## config.mk

```make
export PLATFORM = sky130hd
export DESIGN_NAME = dcache_miss_requester
export DESIGN_NICKNAME = d
export VERILOG_FILES = /design/src/rtl/dcache_miss_requester.sv
export SDC_FILE = /design/constraint.sdc
export NUM_CORES = 1
export LEC_CHECK = 0
export ABC_AREA = 1
export CAP_MARGIN = 20
export CORE_AREA = 4 4 244 246
export CTS_CLUSTER_DIAMETER = 200
export CTS_CLUSTER_SIZE = 30
export DETAILED_ROUTE_END_ITERATION = 10
export DIE_AREA = 0 0 248 250
export PLACE_DENSITY = 0.63
export SLEW_MARGIN = 20
export SYNTH_ARGS = -nofsm -noshare
export SYNTH_HDL_FRONTEND = slang
export SYNTH_SLANG_ARGS = --single-unit
```

## constraint.sdc

```tcl
create_clock -name clock -period 4.05 [get_ports clock]
set_input_delay 0.81 -clock clock [delete_from_list [all_inputs] [get_ports clock]]
set_output_delay 0.81 -clock clock [all_outputs]
set_load 0.03 [all_outputs]
```

## src/rtl/dcache_miss_requester.sv

```systemverilog
// D$ miss requester: optional writeback store, then a line fill load, then a fill pulse back to the D$.
// Define DCACHE_MISS_TIMEOUT_EN to add a response watchdog of TIMEOUT_CYCLES cycles.
module dcache_miss_requester #(
  parameter int LINE_WIDTH     = 128,
  parameter int ADDR_WIDTH     = 32,
  parameter int THR_WIDTH      = 2,
  parameter int TIMEOUT_CYCLES = 1024
) (
  input  logic                  clock,
  input  logic                  reset,
  input  logic                  miss_valid,
  output logic                  miss_ready,
  input  logic [ADDR_WIDTH-1:0] miss_addr,
  input  logic [THR_WIDTH-1:0]  miss_thread_id,
  input  logic                  miss_wb_needed,
  input  logic [ADDR_WIDTH-1:0] miss_wb_addr,
  input  logic [LINE_WIDTH-1:0] miss_wb_data,
  output logic                  req_valid,
  output logic [ADDR_WIDTH-1:0] req_addr,
  output logic                  req_is_store,
  output logic [LINE_WIDTH-1:0] req_data,
  output logic [THR_WIDTH-1:0]  req_thread_id,
  input  logic                  rsp_valid_miss,
  input  logic                  rsp_cache_id,
  input  logic                  rsp_bus_error,
  input  logic [LINE_WIDTH-1:0] rsp_data_miss,
  output logic                  fill_valid,
  output logic [LINE_WIDTH-1:0] fill_data,
  output logic [THR_WIDTH-1:0]  fill_thread_id,
  output logic                  fill_bus_error
);

  typedef enum logic [2:0] {
    IDLE, WB_REQ, WB_WAIT, FILL_REQ, FILL_WAIT, DONE
  } state_t;

  state_t                r_state, w_state_next;
  logic [ADDR_WIDTH-1:0] r_addr;
  logic [THR_WIDTH-1:0]  r_thr;
  logic [LINE_WIDTH-1:0] r_data;
  logic                  r_err;
  logic [ADDR_WIDTH-1:0] r_req_addr;
  logic                  r_req_is_store;
  logic [LINE_WIDTH-1:0] r_req_data;
  logic [THR_WIDTH-1:0]  r_req_thr;

  logic w_accept, w_rsp_d, w_waiting, w_timeout;

  assign w_accept  = miss_valid & (r_state == IDLE);
  assign w_rsp_d   = rsp_valid_miss & rsp_cache_id;
  assign w_waiting = (r_state == WB_WAIT) | (r_state == FILL_WAIT);

`ifdef DCACHE_MISS_TIMEOUT_EN
  localparam int TW = (TIMEOUT_CYCLES > 1) ? $clog2(TIMEOUT_CYCLES) : 1;
  logic [TW-1:0] r_tmo_cnt;

  assign w_timeout = w_waiting & (r_tmo_cnt == TW'(TIMEOUT_CYCLES - 1));

  always_ff @(posedge clock) begin
    if (reset || (w_state_next != r_state) || !w_waiting) r_tmo_cnt <= '0;
    else                                                  r_tmo_cnt <= r_tmo_cnt + 1'b1;
  end
`else
  assign w_timeout = 1'b0;
`endif

  always_ff @(posedge clock) begin
    if (reset) r_state <= IDLE;
    else       r_state <= w_state_next;
  end

  // A same-cycle D$ response always takes precedence over the watchdog.
  always_comb begin
    w_state_next = r_state;
    case (r_state)
      IDLE:      if (w_accept) w_state_next = miss_wb_needed ? WB_REQ : FILL_REQ;
      WB_REQ:    w_state_next = WB_WAIT;
      WB_WAIT:   if (w_rsp_d)        w_state_next = rsp_bus_error ? DONE : FILL_REQ;
                 else if (w_timeout) w_state_next = DONE;
      FILL_REQ:  w_state_next = FILL_WAIT;
      FILL_WAIT: if (w_rsp_d || w_timeout) w_state_next = DONE;
      DONE:      w_state_next = IDLE;
      default:   w_state_next = IDLE;
    endcase
  end

  always_ff @(posedge clock) begin
    if (reset) begin
      r_addr         <= '0;
      r_thr          <= '0;
      r_data         <= '0;
      r_err          <= 1'b0;
      r_req_addr     <= '0;
      r_req_is_store <= 1'b0;
      r_req_data     <= '0;
      r_req_thr      <= '0;
    end else begin
      if (w_accept) begin
        r_addr <= miss_addr;
        r_thr  <= miss_thread_id;
        r_data <= '0;
        r_err  <= 1'b0;
      end
      // Request fields are loaded on entry to a request state and then held.
      if (r_state == IDLE && w_accept && miss_wb_needed) begin
        r_req_addr     <= miss_wb_addr;
        r_req_is_store <= 1'b1;
        r_req_data     <= miss_wb_data;
        r_req_thr      <= miss_thread_id;
      end else if (w_state_next == FILL_REQ && r_state != FILL_REQ) begin
        r_req_addr     <= (r_state == IDLE) ? miss_addr : r_addr;
        r_req_is_store <= 1'b0;
        r_req_data     <= '0;
        r_req_thr      <= (r_state == IDLE) ? miss_thread_id : r_thr;
      end
      if (r_state == WB_WAIT) begin
        if (w_rsp_d)        r_err <= rsp_bus_error;
        else if (w_timeout) r_err <= 1'b1;
      end
      if (r_state == FILL_WAIT) begin
        if (w_rsp_d) begin
          r_data <= rsp_data_miss;
          r_err  <= rsp_bus_error;
        end else if (w_timeout) begin
          r_err  <= 1'b1;
        end
      end
    end
  end

  assign miss_ready     = (r_state == IDLE);
  assign req_valid      = (r_state == WB_REQ) | (r_state == FILL_REQ);
  assign req_addr       = r_req_addr;
  assign req_is_store   = r_req_is_store;
  assign req_data       = r_req_data;
  assign req_thread_id  = r_req_thr;
  assign fill_valid     = (r_state == DONE);
  assign fill_data      = (r_state == DONE && !r_err) ? r_data : '0;
  assign fill_thread_id = (r_state == DONE) ? r_thr : '0;
  assign fill_bus_error = (r_state == DONE) & r_err;

endmodule

```

==> impl_results.md, run 1 <==
- Minimum setup slack after placement: 0.914 ns
- Later-pin clock latency in the skew report: 0.54 ns
- Ordered cell list for the critical path: inv_1 -> nor3_2 -> nand2_4 -> buf_4 -> nor2_1 -> clkdlybuf4s50_1
- Per-cell routed wire length: 16.3 um
- Layout cells sized above 1: 2.20%
- Hold-fix buffers at CTS: 0
- CTS tree: built
- Reg power frac: 48.4%
- Critical Path Max Stage Delay: 0.70 ns
- CP max FO: 37
- Worst setup slack after layout: 0.315 ns
- Number of cell rows: 88
- Relative contribution of combinational cells to total power: 27.3%
- Starting density of the core: 24.7%
- Overall track demand over capacity in global routing: 16.2%
- Min Tclk post-route: 3.73 ns
- Mean area per synthesized cell: 6.92 um^2
- Initial antenna violation count: 6
- Leading cell type in the layout, fill and taps excluded: sky130_fd_sc_hd__clkdlybuf4s50_1
- Post-synth net total: 2379
- Sum of buffers and inverters on the critical path: 3
- Count of distinct cell types in the synthesized netlist: 23
- Via count normalized by instance count: 4.53
- Outcome: finished, final reports clean
- Fill cell instance count of the final layout: 6055
- Hold Path Origin: req_data[111]
- H-tree depth: 1
- # nets final: 2869
- Longest Clk Path Bufs: 3
- Horizontal extent of the die: 248 um
- P_int: 0.00487 W
- Ports placed on the boundary: 626
- Final worst clock skew: 0.0219 ns
- Nature of the critical path endpoint: output port
- DRC marker count from the first detailed-route iteration: 805
- Die Ht: 250 um
- Switching Share: 32.7%
- Number of remaining DRC errors: 0
- Pins Over Slew Limit: 0
- Most frequent cells in the layout: 624 x sky130_fd_sc_hd__clkdlybuf4s50_1, 560 x sky130_fd_sc_hd__nand2_1, 328 x sky130_fd_sc_hd__dfxtp_1
- Root Driver: sky130_fd_sc_hd__clkbuf_16
- Via count of the first global-routing pass: 14268
- RSZ-0062 raised after global routing: no
- Synth Warn #: 0
- Final number of setup-violating endpoints: 0
- Number of input and output port buffers inserted: 625
- Detailed-route via count: 14975
- Clock power share: 24.4%
- Post-cts sizing count: 0
- Total power consumption of the routed design: 0.00724 W
- Period utilisation layout: 92.2%
- Clk sinks: 329
- Slew of the pin with the lowest slew margin: 1.07 ns
- Maximum number of pins on one net before global-route repair: 177
- Path depth of the worst reg2reg path: 7
- Peak Freq: 0.268 GHz
- Register bit total from synthesis: 329
- Share of the yosys chip area belonging to registers: 46.4%
- Cells on Worst Hold Path: 2
- Largest vdd supply drop: 0.210 mV
- Syn Inst Count: 2050
- Endpoints failing hold: 0
- Areal power density over the cells: 340 nW/um^2
- Total die area: 62000 um^2
- Number of buffers added by the clock tree synthesis step: 14
- Setup crit start kind: flip-flop
- Post-CTS setup buffer count: 0
- CP required: 3.24 ns
- Clock slew at reported path FFs: 0.13 ns
- Routability cong.: 0.794
- HPWL Detailed: 36500 um
- Leak: 7.26 nW
- Cell with the largest stage delay on the worst path: sky130_fd_sc_hd__clkdlybuf4s50_1
- Final setup TNS: 0 ns
- Family with the most delay on the worst path: buffers and inverters
- Total Routed Length: 54000 um
- Area growth, synth to finish: 50.1%
- Placeable Area: 57400 um^2
- Crit Path Category: reg2out
- Wire length of the first global-routing pass: 82200 um
- 1st-pass router iterations: 5
- R2R Setup Slk: 1.49 ns
- Type of the most critical hold path: reg2reg
- Arrival @ worst endpoint: 2.92 ns
- # Max-Cap Violations: 0
- Critical register-to-register path startpoint: r_state[1]
- Global-route congestion overflow total: 0
- Net switching power: 0.00237 W
- Max-Slew Margin vs Limit: 28.6%
- Post-synthesis instance area: 14200 um^2
- Reg2reg end: req_data[73]
- Number of antenna-violating nets in the routed design: 0
- Endpoint, Worst Hold: req_data[111]
==> cells in the mapped netlist (all sizes together) <==
library cell / number / share of area, %
nand3: 171 / 6.2
o211ai: 1 / 0.053
a31oi: 1 / 0.044
buf: 95 / 3.8
dfxtp: 329 / 46
nand3b: 2 / 0.11
nand4: 128 / 5.6
nor3: 1 / 0.071
o21ai: 3 / 0.11
nand2: 562 / 15
inv: 177 / 4.7
a21oi: 291 / 10
nor2: 205 / 5.5
clkbuf: 84 / 2.2
==> worst reg2reg max path, delay by kind of cell (launching register included) <==
family	cells	cell delay (ns)
compound gates	1	0.06
buf+inv	1	0.40
flops	1	0.40
simple gates	5	1.53
==> per-layer routing <==
metal  part of all wire (%)  global-route usage (%)
met1                     42                    20.3
met2                     48                    27.3
met3                    7.8                    4.32
met4                    2.7                    4.77
met5                  0.068                       0
==> power by group through the flow <==
stage               Clock (W)  Combinational, W  Sequential (W)
floorplan                   0          0.000891         0.00383
global placement            0           0.00199         0.00357
detailed placement          0           0.00199         0.00357
CTS                   0.00185           0.00200         0.00350
global route          0.00194           0.00214         0.00352
finish                0.00176           0.00197         0.00350
==> registers in the layout, indices dropped and copies added (netlist names) <==
name and count:
r_thr 2, req_data 128, req_thread_id 2, req_addr 32, r_state 3, r_data 128, r_err 1, req_is_store 1
r_addr 32
==> how the worst max path moves through the flow <==
stage / from / to / cells after the start
after floorplan: r_state[2] / fill_data[100] / 7
after global placement: r_state[0] / fill_data[75] / 6
after detailed placement: r_state[0] / fill_data[49] / 6
after CTS: r_state[0] / fill_data[75] / 6
after global routing: r_state[0] / fill_data[75] / 6
final: r_state[0] / fill_data[75] / 6
==> kinds of logic after synthesis <==
family	Yosys count	share of synthesized area, %
simple gates	1069	32.4
buf+inv	356	10.7
compound gates	296	10.5
flops	329	46.4
==> per-stage QoR <==
stage | util, % | area (um^2) | cells | hold WS [ns]
2_1_floorplan | - | 14200 | 2050 | 0.445
3_3_place_gp | 36.5 | 20900 | 3289 | 0.447
3_5_place_dp | 36.5 | 20900 | 3289 | 0.451
4_1_cts | 37.1 | 21300 | 3306 | 0.470
5_1_grt | 37.1 | 21300 | 3308 | 0.481
6_report | 37.1 | 21300 | 3309 | 0.467
==> layout make-up <==
class,count,area (um^2),share of cell area [%]
clock buffers,17,383,1.80
repair buffers,653,6580,30.9
flip-flops and latches,329,6590,30.9
well taps,765,957,4.49
multi-input cells,1365,6110,28.7
inverters,177,667,3.13
diodes,3,7.51,0.0352
Note: power is estimated with default switching activity, not from simulation.
==> run 2, diff against run 1 <==
--- a/config.mk
+++ b/config.mk
@@ -7,12 +7,12 @@
 export LEC_CHECK = 0
 export ABC_AREA = 1
 export CAP_MARGIN = 20
-export CORE_AREA = 4 4 244 246
+export CORE_AREA = 4 4 242 244
 export CTS_CLUSTER_DIAMETER = 200
 export CTS_CLUSTER_SIZE = 30
 export DETAILED_ROUTE_END_ITERATION = 10
-export DIE_AREA = 0 0 248 250
-export PLACE_DENSITY = 0.63
+export DIE_AREA = 0 0 246 248
+export PLACE_DENSITY = 0.64
 export SLEW_MARGIN = 20
 export SYNTH_ARGS = -nofsm -noshare
 export SYNTH_HDL_FRONTEND = slang
==> impl_results.md, run 2 (synthesis gave the netlist of run 1 again) <==
- Outcome: finished, final reports clean
- Number of remaining DRC errors: 0
- Period utilisation layout: 91.1%
- Nature of the critical path endpoint: output port
- Die Ht: 248 um
- Busiest grt layer: met2
- Global-route congestion overflow total: 0
- Slew of the pin with the lowest slew margin: 0.972 ns
- Pins Over Slew Limit: 0
- Most frequent cells in the layout: 624 x sky130_fd_sc_hd__clkdlybuf4s50_1, 560 x sky130_fd_sc_hd__nand2_1, 328 x sky130_fd_sc_hd__dfxtp_1
- Later-pin clock latency in the skew report: 0.54 ns
- Layout cells sized above 1: 2.28%
- Total power consumption of the routed design: 0.00726 W
- HPWL Detailed: 37100 um
- Crit Path Category: reg2out
- # nets final: 2871
- Min Tclk post-route: 3.69 ns
- Endpoints failing hold: 0
- Areal power density over the cells: 341 nW/um^2
- Final number of setup-violating endpoints: 0
- GR Layer Usage met1: 20.5%
- Setup crit start kind: flip-flop
- Hold-fix buffers at CTS: 0
- Maximum number of pins on one net before global-route repair: 173
- CP required: 3.24 ns
- Clock slew at reported path FFs: 0.13 ns
- # Max-Cap Violations: 0
- Horizontal extent of the die: 246 um
- Total Routed Length: 54600 um
- Routability cong.: 0.804
- R2R Setup Slk: 1.42 ns
- Via count normalized by instance count: 4.55
- H-tree depth: 1
- DRC marker count from the first detailed-route iteration: 789
- Area growth, synth to finish: 50.3%
- Peak Freq: 0.271 GHz
- Number of cell rows: 87
- Arrival @ worst endpoint: 2.88 ns
- Leading cell type in the layout, fill and taps excluded: sky130_fd_sc_hd__clkdlybuf4s50_1
- Detailed-route via count: 15024
- Leak: 7.28 nW
- Ports placed on the boundary: 626
- Total die area: 61000 um^2
- Initial antenna violation count: 2
- Final setup TNS: 0 ns
- Post-CTS setup buffer count: 0
- 1st-pass router iterations: 4
- Placeable Area: 56300 um^2
- CP max FO: 57
- Met2 track demand over resource in global routing: 28.3%
- Hold Path Origin: req_data[29]
- Number of antenna-violating nets in the routed design: 0
- Reg2reg end: req_data[33]
- CTS tree: built
- Number of input and output port buffers inserted: 625
- RSZ-0062 raised after global routing: no
- Minimum setup slack after placement: 0.966 ns
- Worst setup slack after layout: 0.361 ns
- Type of the most critical hold path: reg2reg
- Longest Clk Path Bufs: 3
- Path depth of the worst reg2reg path: 7
- Number of buffers added by the clock tree synthesis step: 14
- Overall track demand over capacity in global routing: 16.6%
- Per-cell routed wire length: 16.5 um
- Cells on Worst Hold Path: 2
- Critical register-to-register path startpoint: r_state[1]
- Wire length of the first global-routing pass: 82300 um
- Via count of the first global-routing pass: 14463
- Root Driver: sky130_fd_sc_hd__clkbuf_16
- Met3 usage in global routing: 4.82%
- Final worst clock skew: 0.0234 ns
- Clk sinks: 329
- Starting density of the core: 25.2%
- Largest vdd supply drop: 0.247 mV
- Max-Slew Margin vs Limit: 35.2%
- Endpoint, Worst Hold: req_data[29]
- Post-cts sizing count: 0
-- run 2: how the worst max path moves through the flow --
stage                          end        from  cells after the start  slack (ns)
finish               fill_data[51]  r_state[0]                      6        0.36
global route         fill_data[51]  r_state[0]                      6        0.15
detailed placement   fill_data[34]  r_state[0]                      6        0.97
floorplan           fill_data[100]  r_state[2]                      7        1.26
global placement     fill_data[59]  r_state[0]                      6        1.01
CTS                  fill_data[51]  r_state[0]                      6        0.34
-- run 2: layout make-up --
class / count / area (um^2)
diodes: 1 / 2.50
clock buffers: 17 / 383
fillers: 5961 / 35000
inverters: 177 / 667
multi-input cells: 1365 / 6110
flip-flops and latches: 329 / 6590
well taps: 756 / 946
repair buffers: 655 / 6620
-- run 2: where the power goes --
part / switching, W / internal (W)
sequential: 0.0000907 / 0.00341
combinational: 0.00121 / 0.000784
clock: 0.00109 / 0.000682
total: 0.00238 / 0.00488
-- run 2: critical path, stage by stage, from the launching register on --
cell and delay [ns]:
sky130_fd_sc_hd__dfxtp_1 0.46, sky130_fd_sc_hd__inv_1 0.10, sky130_fd_sc_hd__nor3_2 0.29, sky130_fd_sc_hd__nand2_4 0.30
sky130_fd_sc_hd__buf_12 0.29, sky130_fd_sc_hd__nor2_1 0.14, sky130_fd_sc_hd__clkdlybuf4s50_1 0.69
-- run 2: routing by layer --
layer / wire (um) / share of wire [%]
met1: 22600 / 41
met2: 26200 / 48
met3: 4370 / 8.0
met4: 1430 / 2.6
met5: 0 / 0
-- run 2: through the flow --
| step | instance area (um^2) | hold slack [ns] | util, % | instances |
|---|---|---|---|---|
| floorplan | 14200 | 0.445 | - | 2050 |
| finish | 21300 | 0.465 | 37.9 | 3300 |
| detailed placement | 20900 | 0.451 | 37.2 | 3282 |
| CTS | 21300 | 0.468 | 37.9 | 3299 |
| global route | 21300 | 0.480 | 37.9 | 3300 |
| global placement | 20900 | 0.448 | 37.2 | 3282 |
